## config.mk

```make
export PLATFORM = sky130hd
export DESIGN_NAME = serial_paralelo_sync
export DESIGN_NICKNAME = d
export VERILOG_FILES = /design/src/rtl/serial_paralelo_sync_pkg.sv /design/src/rtl/serial_paralelo_sync_shift_detect.sv /design/src/rtl/serial_paralelo_sync.sv
export SDC_FILE = /design/constraint.sdc
export NUM_CORES = 1
export LEC_CHECK = 0
export BUFFER_PORTS_ARGS = -buffer_cell sky130_fd_sc_hd__buf_2
export CAP_MARGIN = 20
export CORE_MARGIN = 2
export CORE_UTILIZATION = 55
export CTS_CLUSTER_DIAMETER = 40
export DETAILED_ROUTE_END_ITERATION = 10
export HOLD_SLACK_MARGIN = 0.05
export PLACE_DENSITY = 0.74
export RECOVER_POWER = 25
export SLEW_MARGIN = 20
export SYNTH_ARGS = -nofsm -noshare
export SYNTH_HDL_FRONTEND = slang
export SYNTH_SLANG_ARGS = --single-unit
```

## constraint.sdc

```tcl
create_clock -name clk_32f -period 4.1 [get_ports clk_32f]
set_input_delay 0.205 -clock clk_32f [delete_from_list [all_inputs] [get_ports clk_32f]]
set_output_delay 0.205 -clock clk_32f [all_outputs]
set_load 0.01 [all_outputs]
```

## src/rtl/serial_paralelo_sync_pkg.sv

```systemverilog
// -----------------------------------------------------------------------------
// serial_paralelo_pkg
// Shared definitions for the serial_paralelo_sync deserializer:
//   - lock FSM state encoding (HUNT / CHECK / LOCKED, 2'd3 unused)
//   - default comma character and default lock / loss counts
// -----------------------------------------------------------------------------
package serial_paralelo_pkg;

  typedef enum logic [1:0] {
    HUNT   = 2'd0,
    CHECK  = 2'd1,
    LOCKED = 2'd2,
    UNUSED = 2'd3
  } lock_state_t;

  localparam logic [7:0] COMMA_DEFAULT      = 8'hBC;
  localparam int         LOCK_COUNT_DEFAULT = 4;
  localparam int         LOSS_COUNT_DEFAULT = 2;

endpackage

```

## src/rtl/serial_paralelo_sync_shift_detect.sv

```systemverilog
// -----------------------------------------------------------------------------
// serial_shift_detect
// WIDTH-bit MSB-first shift register plus comma comparator. The comparator
// looks at the value the register is about to take (sr_next), so a comma is
// reported on the same edge that shifts in its last bit.
//
// Ports:
//   clk_32f    in   bit-rate clock
//   reset      in   synchronous, active-high
//   serial_in  in   serial data, one bit per clk_32f
//   sr_next    out  {sr[WIDTH-2:0], serial_in} (combinational)
//   comma_hit  out  sr_next == COMMA (combinational)
// -----------------------------------------------------------------------------
module serial_shift_detect
  import serial_paralelo_pkg::*;
#(
  parameter int               WIDTH = 8,
  parameter logic [WIDTH-1:0] COMMA = WIDTH'(COMMA_DEFAULT)
) (
  input  logic             clk_32f,
  input  logic             reset,
  input  logic             serial_in,
  output logic [WIDTH-1:0] sr_next,
  output logic             comma_hit
);

  logic [WIDTH-1:0] sr;

  assign sr_next   = {sr[WIDTH-2:0], serial_in};
  assign comma_hit = (sr_next == COMMA);

  // NOTE: sequential state uses non-blocking assignments so every register
  // samples pre-edge values; blocking here would create order-dependent races.
  always_ff @(posedge clk_32f) begin
    if (reset) sr <= '0;
    else       sr <= sr_next;
  end

endmodule

```

## src/rtl/serial_paralelo_sync.sv

```systemverilog
// -----------------------------------------------------------------------------
// serial_paralelo_sync
// Serial-to-parallel deserializer with comma alignment at any bit offset.
// HUNT looks for a comma anywhere and re-phases the word counter on it;
// CHECK requires LOCK_COUNT consecutive commas on that phase; LOCKED emits
// data words (valid_out) and flags idle commas (comma_out).
//
// Optional build macro RELOCK_EN: while LOCKED, commas seen off the word
// boundary are counted; LOSS_COUNT of them (without an aligned comma in
// between) drop back to HUNT. Without it, LOCKED is left only by reset.
//
// Ports:
//   clk_32f     in   bit-rate clock, all logic on posedge
//   reset       in   synchronous, active-high, highest priority
//   serial_in   in   serial data, MSB first
//   data_out    out  last completed non-comma word while locked
//   valid_out   out  one-cycle pulse, data_out carries a new word
//   comma_out   out  one-cycle pulse, aligned comma received while locked
//   active_out  out  high while LOCKED
//   lock_state  out  FSM state (debug)
// -----------------------------------------------------------------------------
module serial_paralelo_sync
  import serial_paralelo_pkg::*;
#(
  parameter int               WIDTH      = 8,
  parameter logic [WIDTH-1:0] COMMA      = WIDTH'(COMMA_DEFAULT),
  parameter int               LOCK_COUNT = LOCK_COUNT_DEFAULT,
  parameter int               LOSS_COUNT = LOSS_COUNT_DEFAULT
) (
  input  logic             clk_32f,
  input  logic             reset,
  input  logic             serial_in,
  output logic [WIDTH-1:0] data_out,
  output logic             valid_out,
  output logic             comma_out,
  output logic             active_out,
  output logic [1:0]       lock_state
);

  localparam int             CW   = $clog2(WIDTH);
  localparam int             KW   = $clog2(LOCK_COUNT + 1);
  localparam logic [CW-1:0]  LAST = CW'(WIDTH - 1);

  if (WIDTH < 4)      begin : g_bad_width $error("WIDTH must be >= 4");      end
  if (LOCK_COUNT < 1) begin : g_bad_lock  $error("LOCK_COUNT must be >= 1"); end
  if (LOSS_COUNT < 1) begin : g_bad_loss  $error("LOSS_COUNT must be >= 1"); end

  logic [WIDTH-1:0] sr_next;
  logic             comma_hit;
  logic [CW-1:0]    bit_cnt;
  logic [KW-1:0]    comma_cnt;
  lock_state_t      state;
  logic             boundary;

`ifdef RELOCK_EN
  localparam int    MW = $clog2(LOSS_COUNT + 1);
  logic [MW-1:0]    misalign_cnt;
`endif

  serial_shift_detect #(
    .WIDTH (WIDTH),
    .COMMA (COMMA)
  ) u_shift_detect (
    .clk_32f   (clk_32f),
    .reset     (reset),
    .serial_in (serial_in),
    .sr_next   (sr_next),
    .comma_hit (comma_hit)
  );

  assign boundary   = (bit_cnt == LAST);
  assign lock_state = state;

  always_ff @(posedge clk_32f) begin
    if (reset) begin
      state      <= HUNT;
      bit_cnt    <= '0;
      comma_cnt  <= '0;
      data_out   <= '0;
      valid_out  <= 1'b0;
      comma_out  <= 1'b0;
      active_out <= 1'b0;
`ifdef RELOCK_EN
      misalign_cnt <= '0;
`endif
    end else begin
      // Pulses default low; free-running word phase unless re-phased below.
      valid_out <= 1'b0;
      comma_out <= 1'b0;
      bit_cnt   <= boundary ? '0 : bit_cnt + 1'b1;

      case (state)
        HUNT: begin
          // A comma at any offset defines the word phase: next bit is bit 0.
          if (comma_hit) begin
            bit_cnt   <= '0;
            comma_cnt <= KW'(1);
            if (LOCK_COUNT == 1) begin
              state      <= LOCKED;
              active_out <= 1'b1;
            end else begin
              state <= CHECK;
            end
          end
        end

        CHECK: begin
          if (boundary) begin
            if (comma_hit) begin
              comma_cnt <= comma_cnt + 1'b1;
              if (comma_cnt == KW'(LOCK_COUNT - 1)) begin
                state      <= LOCKED;
                active_out <= 1'b1;
              end
            end else begin
              state     <= HUNT;
              comma_cnt <= '0;
            end
          end
        end

        LOCKED: begin
          if (boundary) begin
            if (comma_hit) begin
              comma_out <= 1'b1;
`ifdef RELOCK_EN
              misalign_cnt <= '0;
`endif
            end else begin
              data_out  <= sr_next;
              valid_out <= 1'b1;
            end
          end
`ifdef RELOCK_EN
          else if (comma_hit) begin
            // The comma that causes the drop does not re-phase; HUNT
            // starts looking from the next bit.
            if (misalign_cnt == MW'(LOSS_COUNT - 1)) begin
              state        <= HUNT;
              active_out   <= 1'b0;
              misalign_cnt <= '0;
              comma_cnt    <= '0;
            end else begin
              misalign_cnt <= misalign_cnt + 1'b1;
            end
          end
`endif
        end

        default: begin
          state      <= HUNT;
          active_out <= 1'b0;
          comma_cnt  <= '0;
        end
      endcase
    end
  end

endmodule

```

# Yosys cells after proc, flatten, opt, wreduce, memory -nomap -nowiden
# Index checks and enable logic that the tools add are counted.
# totals
wordCells	49
inputBits	3
ff_bits	26
output_inout_bits	13
# classes
reduce_logical	7
addsub	2
bitwise	4
n_mux	18
n_eq_ne	10
# ops
operator	n
2-to-1 mux 3 bit	6
one-hot mux 3 bit (3 select lines)	1
equality test 8 bit (second input constant)	1
2-to-1 mux 2 bit	4
inequality test 2 bit (second input constant)	4
AND reduction 4 bit	2
adder 3 x 1 -> 3 bit (second input constant)	2
one-hot mux 2 bit (3 select lines)	1
AND reduction 3 bit	2
2-to-1 mux 1 bit	5
NOT 1 bit	4
equality test 3 x 2 -> 1 bit (second input constant)	1
equality test 3 bit (second input constant)	1
inequality test 3 bit (second input constant)	1
OR reduction 3 bit	1
equality test 2 x 1 -> 1 bit (second input constant)	1
equality test 2 bit (second input constant)	1
zero test 2 bit	1
one-hot mux 1 bit (2 select lines)	1
OR reduction 2 bit	1

# Longest topological paths before layout
# Gate-level depths: netlist (run 1).
# depth
depth_word	5
mapped_depth	7
ltp_nobuf	5

# Cells and area by module
# From an unflattened synthesis (run 1), not the netlist that was laid out.
# unflattened
hier_cells	107
hier_area_um2	1013.5
# modules_own_cells
mod	cells_per_inst	area_each_um2	n_inst	seq_area_each_um2
serial_paralelo_sync	89	794.5	1	380.4
serial_shift_detect	18	219.0	1	140.1

# Worst setup path before layout (run 1)
# OpenSTA, ideal clock, no wires.
# synth_path
path_type	reg2reg
startpoint	reg u_shift_detect.sr[5]
endpoint	reg data_out[0]
setup_slack_ns	2.431
t_arrival_ns	1.549
stages_incl_launch_ff	5
period_less_slack_ns	1.669
setup_ns	0.121
path_buffers	1
required_time_ns	3.979
cell_sequence	dfxtp_1 nor4b_1 a21o_1 buf_2 mux2_2
# synth_via
elab_chain_len	3
# synth_lines
element	line_no	source
start: declaration	serial_paralelo_sync_shift_detect.sv:27	logic [WIDTH-1:0] sr;
start signal: assignment	serial_paralelo_sync_shift_detect.sv:36	else sr <= sr_next;
equality test 8 bit	serial_paralelo_sync_shift_detect.sv:30	assign comma_hit = (sr_next == COMMA);
NOT 1 bit (no line)	--	
AND reduction 3 bit (no line)	--	
end signal: assignment	serial_paralelo_sync.sv:130	data_out <= sr_next;
end: declaration	serial_paralelo_sync.sv:33	output logic [WIDTH-1:0] data_out,
# Every way passes these cells.
# A chain may end at the register's enable or synchronous reset.

# Final worst setup path (run 1)
# layout_path
startpoint	reg u_shift_detect.sr[5]
endpoint	reg data_out[1]
# The elaborated chain is that of the path after synthesis.

==> results, run 1 <==
- The synthesized area divided by synthesized cell count is 10.2 um^2.
- The clock passes through at most 2 buffers.
- The worst hold slack across all endpoints is 0.171 ns.
- At the end of routability-driven placement, the weighted congestion stood at 0.826.
- The worst hold path depth is 2.
- The type of the most critical hold path is in -> reg.
- The critical-path maximum fanout is 9.
- The HPWL reported at the end of detailed placement is 1230 um.
- The deepest level of the CTS H-tree is 1.
- Across all register-to-register paths, the minimum setup slack is 2.14 ns.
- In the global route stage, overall resource usage came out at 18.2%.
- The number of hold violations in the final report was 0.
- At the pin with the least slew margin, the transition time is 1.19 ns.
- The DRC violation count after routing is 0.
- The most used flip-flop cell after synthesis is sky130_fd_sc_hd__dfxtp_1.
- After detailed routing, the average wire length per cell comes to 12.8 um.
- The synthesized cell area is 1070 um^2.
- The number of endpoints failing setup at the final stage is 0.
- The fraction of synthesis flops using an asynchronous set or reset pin is 0%.
- The initial antenna violation count is 0.
- The effective utilization at floorplan is 59.9%.
- The destination of the worst register-to-register timing path is data_out[1]$_SDFFE_PP0P_.
- The highest attainable clock frequency is 509 MHz.
- The vertical extent of the die is 48.1 um.
- In this run the tightest slew margin relative to its limit is 20.8%.
- Across the run, the number of max-cap violations was 0.
- The fraction of layout cells with a size suffix above 1 is 19.8%.
- The horizontal extent of the die is 48.1 um.
- After synthesis, the netlist uses 29 different library cells.
- The count of buffers added on input and output ports is 15.
- The number of search-and-repair iterations in the first detailed-routing pass is 4.
- The number of global-route vias before repair came to 658.
- The area growth from synthesis to layout is 9.95%.
- Counting the buffers created by CTS gives 3.
- The die covers 2310 um^2.
- Clock latency on the worst-skew pair, taken at its later pin, is 0.31 ns.
- The worst setup path is launched from a flip-flop.
- In this run the post-CTS setup repair buffer count came out at 0.
- Summing the sequential cell areas from Yosys gives 48.7% of the chip area.
- STA classifies the critical path endpoint as a flip-flop.
- The max-slew violation count came to 0.
- Adding up every negative setup slack in the final design gives 0 ns.
- The detail route stage leaves a number of antenna-violating nets equal to 0.
- The cell count after synthesis came out at 105.
- After synthesis the netlist holds a flip-flop and latch count of 26.
- The number of rows created at floorplan is 15.
- For the worst setup path, the data arrival time is 2.18 ns.
- The first global-routing pass estimated 2860 um of wire.
- The highest ir drop seen on vdd is 0.250 mV.
- In this run the static leakage power is 0.474 nW.
- The total via count after detailed routing is 787.
- The power density over the cells is 336 nW/um^2.
- The routed design has 1810 um of wire.
- The critical path data required time is 4.31 ns.
- The via density per instance is 5.58.
- 16 I/O pins were placed.
- For the worst flop-to-flop path, the logic depth is 3.
- The total nets after synthesis is 112.
- The repair_antennas step left the layout with diodes totalling 0.
- The reg-to-reg critical path startpoint is u_shift_detect.sr[5]$_SDFF_PP0_.
- Of the available clock period, the critical path in the final layout requires 47.9%.
- The count of flip-flops with a built-in enable after synthesis is 0.
- TritonCTS built the clock tree.
- The cell sitting at the root of the clock tree is a sky130_fd_sc_hd__clkbuf_4.
- The startpoint of the tightest hold check path is serial_in.
- The run finished with clean final reports.
- The core region is 1780 um^2.
- Gates resized during post-CTS repair numbered 0.
- The worst setup path is of the reg -> reg kind.
- Clock-pin slew was measured on the worst setup and hold paths at 0.13 ns.
- For this run the aggregate overflow at the end of global routing stands at 0.
- The maximum number of pins on one net before global-route repair is 31.
- Clock skew on the completed layout was measured at 0.00374 ns.
- The Yosys step of the flow raised 0 warnings.
- Setup repair after global routing left no endpoint under its margin.
- The number of sinks on the clock net is 26.
- The number of buffers inserted by hold repair at cts is 0.
- The post-layout net count is 124.
- The endpoint of the worst hold-timing path is u_shift_detect.sr[0]$_SDFF_PP0_.
- The layout has 159 filler cells.
- The minimum clock period is 1.96 ns.
- The first routing iteration left 19 violations.
[placed cells by master (no fill, tap or decap)]
master,synthesis,routed
sky130_fd_sc_hd__a2111o_1,2,2
sky130_fd_sc_hd__a21o_1,1,1
sky130_fd_sc_hd__a21oi_1,3,3
sky130_fd_sc_hd__a32oi_1,1,1
sky130_fd_sc_hd__and4_1,1,1
sky130_fd_sc_hd__buf_2,2,12
sky130_fd_sc_hd__clkbuf_1,6,3
sky130_fd_sc_hd__clkbuf_4,0,3
sky130_fd_sc_hd__clkbuf_8,0,1
sky130_fd_sc_hd__dfxtp_1,26,26
sky130_fd_sc_hd__ha_1,4,4
sky130_fd_sc_hd__inv_1,3,3
sky130_fd_sc_hd__mux2_2,7,7
sky130_fd_sc_hd__mux2i_1,1,1
sky130_fd_sc_hd__nand2_1,2,2
sky130_fd_sc_hd__nand2b_1,3,3
sky130_fd_sc_hd__nand3_1,3,3
sky130_fd_sc_hd__nand3b_1,1,1
sky130_fd_sc_hd__nand4_1,2,2
sky130_fd_sc_hd__nor2_1,1,1
sky130_fd_sc_hd__nor2b_1,17,17
sky130_fd_sc_hd__nor3_1,2,2
sky130_fd_sc_hd__nor3b_1,3,3
sky130_fd_sc_hd__nor4_1,3,3
sky130_fd_sc_hd__nor4b_1,2,2
sky130_fd_sc_hd__nor4bb_1,1,1
sky130_fd_sc_hd__o211ai_1,1,1
sky130_fd_sc_hd__o21a_1,1,1
sky130_fd_sc_hd__o21ai_0,4,4
sky130_fd_sc_hd__or4_1,1,1
sky130_fd_sc_hd__or4b_1,1,1
[sequential cells by signal, summed over array words and instances, names as in the netlist]
| register | count |
|---|---|
| comma_cnt | 3 |
| valid_out | 1 |
| comma_out | 1 |
| u_shift_detect.sr | 7 |
| active_out | 1 |
| bit_cnt | 3 |
| lock_state | 2 |
| data_out | 8 |
[cell usage after synthesis, drive strengths merged, types with 2 or more instances]
cell    number  share of area (%)
inv          3                1.1
buf          2               0.94
o21ai        4                1.9
nor4b        2                1.6
dfxtp       26                 49
nor2b       17                 10
nand4        2                1.2
nor3         2               0.94
nor4         3                1.8
nand2        2               0.70
nand3        3                1.4
a2111o       2                2.1
a21oi        3                1.4
nand2b       3                1.8
mux2         7                7.4
nor3b        3                2.1
clkbuf       6                2.1
ha           4                4.7
[worst max path at each step]
stage                                    startpoint                       end  cells past startpoint
finish              u_shift_detect.sr[5]$_SDFF_PP0_  data_out[1]$_SDFFE_PP0P_                      3
detailed placement                        serial_in  data_out[1]$_SDFFE_PP0P_                      4
global route        u_shift_detect.sr[5]$_SDFF_PP0_  data_out[1]$_SDFFE_PP0P_                      3
CTS                 u_shift_detect.sr[5]$_SDFF_PP0_  data_out[1]$_SDFFE_PP0P_                      3
floorplan           u_shift_detect.sr[5]$_SDFF_PP0_  data_out[0]$_SDFFE_PP0P_                      4
global placement                          serial_in  data_out[2]$_SDFFE_PP0P_                      4
[worst max-delay path: stages, from the launching register on]
cell,delay [ns]
sky130_fd_sc_hd__dfxtp_1,0.34
sky130_fd_sc_hd__nor4b_1,0.71
sky130_fd_sc_hd__a21o_1,0.43
sky130_fd_sc_hd__mux2_2,0.38
[cells by family (layout without fill, tap and decap cells)]
logic type               after synthesis  count (layout)  synth area share, %
buffers and inverters                 11              22                 4.10
multiplexers                           8               8                 8.31
AND/OR/NAND/NOR                       43              43                 25.9
adder cells (fa/ha/maj)                4               4                 4.68
AO/OA/AOI/OAI                         13              13                 8.31
flip-flops                            26              26                 48.7
[metrics by stage]
| stage | total power [mW] | setup slack, ns | cell area, um^2 | std cells | utilization, % |
|---|---|---|---|---|---|
| 2_1_floorplan | 0.272 | 2.43 | 1070 | 105 | - |
| 3_3_place_gp | 0.275 | 2.25 | 1140 | 137 | 64.1 |
| 3_5_place_dp | 0.275 | 2.17 | 1140 | 137 | 64.1 |
| 4_1_cts | 0.401 | 2.14 | 1180 | 141 | 66.1 |
| 5_1_grt | 0.412 | 1.98 | 1170 | 141 | 65.9 |
| 6_report | 0.395 | 2.14 | 1170 | 141 | 65.9 |
[routing by layer]
| metal | global-route usage [%] | routed length, um |
|---|---|---|
| met1 | 23.0 | 827 |
| met2 | 29.1 | 888 |
| met3 | 3.40 | 68 |
| met5 | 0 | 0 |
| met4 | 9.73 | 21 |
[cell type report]
cell class | instances | area [um^2] | area share (%)
Sequential cell | 26 | 520 | 44.3
Clock buffer | 4 | 36.3 | 3.09
Multi-Input combinational cell | 68 | 504 | 42.9
Inverter | 3 | 11.3 | 0.958
Timing Repair Buffer | 15 | 71.3 | 6.07
Tap cell | 25 | 31.3 | 2.66
[where the power goes]
part / switching, mW / total (mW) / internal [mW]
registers: 0.00200 / 0.259 / 0.257
clock network: 0.0709 / 0.125 / 0.0542
logic: 0.00658 / 0.0109 / 0.00429
total: 0.0795 / 0.395 / 0.315
Power figures use the tool's default switching activity.
==> inputs of run 2 (changes only) <==
Settings changed: CORE_UTILIZATION 55 to 48, PLACE_DENSITY 0.74 to 0.69.
Clock period 4.1 ns to 1.8 ns, I/O delays scaled along.
==> run 2 against run 1 <==
Via count grew 1.1%. Worst hold slack improved by 0.034 ns. Routed wire length is 7.4% higher. Sequential cell count unchanged. Critical endpoint is now lock_state[1]$_SDFFE_PP0P_.
==> results, run 2 (synthesis gave the netlist of run 1 again) <==
- The total congestion overflow came to 0 (unchanged).
- The number of hold violations in the final report is 0 (unchanged).
- The destination of the worst register-to-register timing path is lock_state[1]$_SDFFE_PP0P_.
- The deepest level of the CTS H-tree is 1 (unchanged).
- The number of rows created at floorplan came to 17 (+2).
- The CTS tree is yes.
- The number of fill cells in the layout is 201 (+26%).
- The worst hold slack across all endpoints is 0.205 ns (+0.0341 ns).
- The critical-path maximum fanout was 6 (-3).
- The worst hold path belongs to the class in -> reg.
- The largest registers in the layout are data_out (8), u_shift_detect.sr (7).
- The relative slew slack is 67.4% (+47 points).
- The critical path data required time is 2.06 ns (-2.25 ns).
- The maximum count of clock buffers along a single path is 2 (unchanged).
- The power density over the cells was 802 nW/um^2 (+140%).
- The worst register-to-register path begins at u_shift_detect.sr[5]$_SDFF_PP0_.
- The effective utilization at floorplan is 49.7% (-10 points).
- The violation count after the first detailed-route iteration is 5 (-14).
- The vertical extent of the die is 51.2 um (+6.5%).
- The area inside the core boundary was 2150 um^2 (+20%).
- The reg2reg setup slack came to 0.15 ns (-1.99 ns).
- STA classifies the critical path endpoint as a flip-flop.
- The number of endpoints failing setup at the final stage was 0 (unchanged).
- Setup repair after global routing left no endpoint under its margin.
- The CTS clock-pin slew for the worst setup and hold paths came to 0.14 ns (about the same).
- The final setup skew was 0.0140 ns (+0.0102 ns).
- The die outline area is 2620 um^2 (+13%).
- The initial antenna violation count is 0 (unchanged).
- The number of global-route vias before repair is 751 (+14%).
- The slew at the pin with the worst max-slew slack is 0.489 ns (-0.699 ns).
- The max-slew violation count is 0 (unchanged).
- The most common cell after layout, fill and taps aside is sky130_fd_sc_hd__dfxtp_1.
- The number of sinks on the clock net is 26 (unchanged).
- The kind of start point of the critical path is an input pin.
- The total via count after detailed routing came to 796 (+1.1%).
- The via density per instance is 5.27 (-5.6%).
- The highest attainable clock frequency is 581 MHz.
- The critical path in this run is classified as in -> reg.
- The wire length of the first global-routing pass is 3240 um (+13%).
- The HPWL reported at the end of detailed placement is 1380 um (+12%).
- data_out holds more flip-flops than any other register.
- The remaining antenna violation count came to 0 (unchanged).
- The arrival time of the worst setup path was 1.98 ns (-0.20 ns).
- The fraction of layout cells with a size suffix above 1 is 24.4% (+4.6 points).
- The number of top-level pins is 16 (unchanged).
- The maximum number of pins on one net before global-route repair is 31 (unchanged).
- The critical path starts at serial_in.
- Following the worst setup path forward leads to its endpoint at lock_state[1]$_SDFFE_PP0P_.
- The worst hold path depth was 2 (unchanged).
- The TritonCTS buffer count came to 3 (unchanged).
- The DRC violation count after routing is 0 (unchanged).
- The max-cap check violation count came to 0 (unchanged).
- The area after detailed placement is 1190 um^2 (+4.3%).
- The cell count of the worst reg-to-reg path is 3 (unchanged).
- The routed length per instance is 12.8 um (+0.25%).
- The horizontal extent of the die is 51.2 um (+6.5%).
- The later-pin clock latency in the skew report came to 0.31 ns (about the same).
- The routed wire length came to 1940 um (+7.4%).
- The finished layout cell area is 1250 um^2 (+6.7%).
- The static leakage power is 0.519 nW (+9.4%).
- The share of the clock period used by the worst path after layout is 95.6%.
- The diode insertion count for antenna repair is 0 (unchanged).
- The flow ran to the end, and the final reports show no timing, DRC or antenna violations.
- The number of search-and-repair iterations in the first detailed-routing pass is 2 (-2).
- The minimum clock period is 1.72 ns.
- The area added between synthesis and finish is 17.3%.
- The highest ir drop seen on vdd came to 0.491 mV (+96%).
- The flip-flop count of the largest register, all copies and words added is 8 (unchanged).
- The post-layout net count is 131 (+5.6%).
- The weighted congestion at the end of routability-driven global placement was 0.801 (-3.0%).
- The global-route total usage across every layer is 16.4% (-1.8 points).
- The post-route core utilization is 58.4% (-7.5 points).
- The quantity of I/O buffers inserted on ports is 15 (unchanged).
- The clock root buffer master is sky130_fd_sc_hd__clkbuf_4.
- Leaving out fill and tap cells, the most frequent cells in the layout are sky130_fd_sc_hd__dfxtp_1 (26), sky130_fd_sc_hd__nor2b_1 (17), sky130_fd_sc_hd__buf_2 (12).
- The aggregate negative setup slack is 0 ns (unchanged).
==> run 2: worst min path at each step <==
stage | end | slack, ns | start
floorplan | u_shift_detect.sr[0]$_SDFF_PP0_ | 0.25 | serial_in
finish | valid_out$_SDFF_PP0_ | 0.20 | reset
global placement | u_shift_detect.sr[0]$_SDFF_PP0_ | 0.39 | serial_in
CTS | valid_out$_SDFF_PP0_ | 0.21 | reset
global route | valid_out$_SDFF_PP0_ | 0.22 | reset
detailed placement | u_shift_detect.sr[0]$_SDFF_PP0_ | 0.40 | serial_in
==> run 2: what timing repair did <==
item | in CTS | in global routing
setup endpoints to repair | 0 | 3
gates resized for setup | 0 | 1
hold buffers | 1 | 0
buffers inserted | 0 | 0
endpoints found under the hold margin | 1 | 0
==> run 2: cell type report <==
class                           instances  area [um^2]  area share, %
Sequential cell                        26          520           41.5
Inverter                                3         11.3          0.898
Clock inverter                          1         30.0           2.40
Clock buffer                            3         22.5           1.80
Timing Repair Buffer                   22          126           10.1
Tap cell                               28         35.0           2.79
Multi-Input combinational cell         68          508           40.5
==> run 2: worst max-delay path, stage by stage <==
cell                            delay [ns]
sky130_fd_sc_hd__dlygate4sd3_1        0.54
sky130_fd_sc_hd__clkbuf_1             0.12
sky130_fd_sc_hd__or4b_4               0.56
sky130_fd_sc_hd__or4_1                0.51
sky130_fd_sc_hd__a21oi_1              0.16
==> run 2: metal layers <==
layer  global-route usage (%)  wire length, um  up-vias
met3                     2.63               42        2
met4                     6.76               16        0
li1                         -                -      406
met5                        0                0        -
met1                     19.6              930      380
met2                     28.8              949        8
==> run 2: power breakdown <==
| part | total (mW) | switching (mW) | leakage, nW | internal, mW |
|---|---|---|---|---|
| logic | 0.0272 | 0.0156 | 0.280 | 0.0116 |
| clock network | 0.389 | 0.164 | 0.0279 | 0.225 |
| registers | 0.589 | 0.00447 | 0.211 | 0.585 |
==> run 2: per-stage QoR <==
stage	worst slack (ns)	instances	total power [mW]
floorplan	0.131	105	0.620
global placement	0.177	146	0.626
detailed placement	0.132	146	0.628
CTS	0.0278	151	1.02
global route	0.0512	151	1.05
finish	0.0787	151	1.01
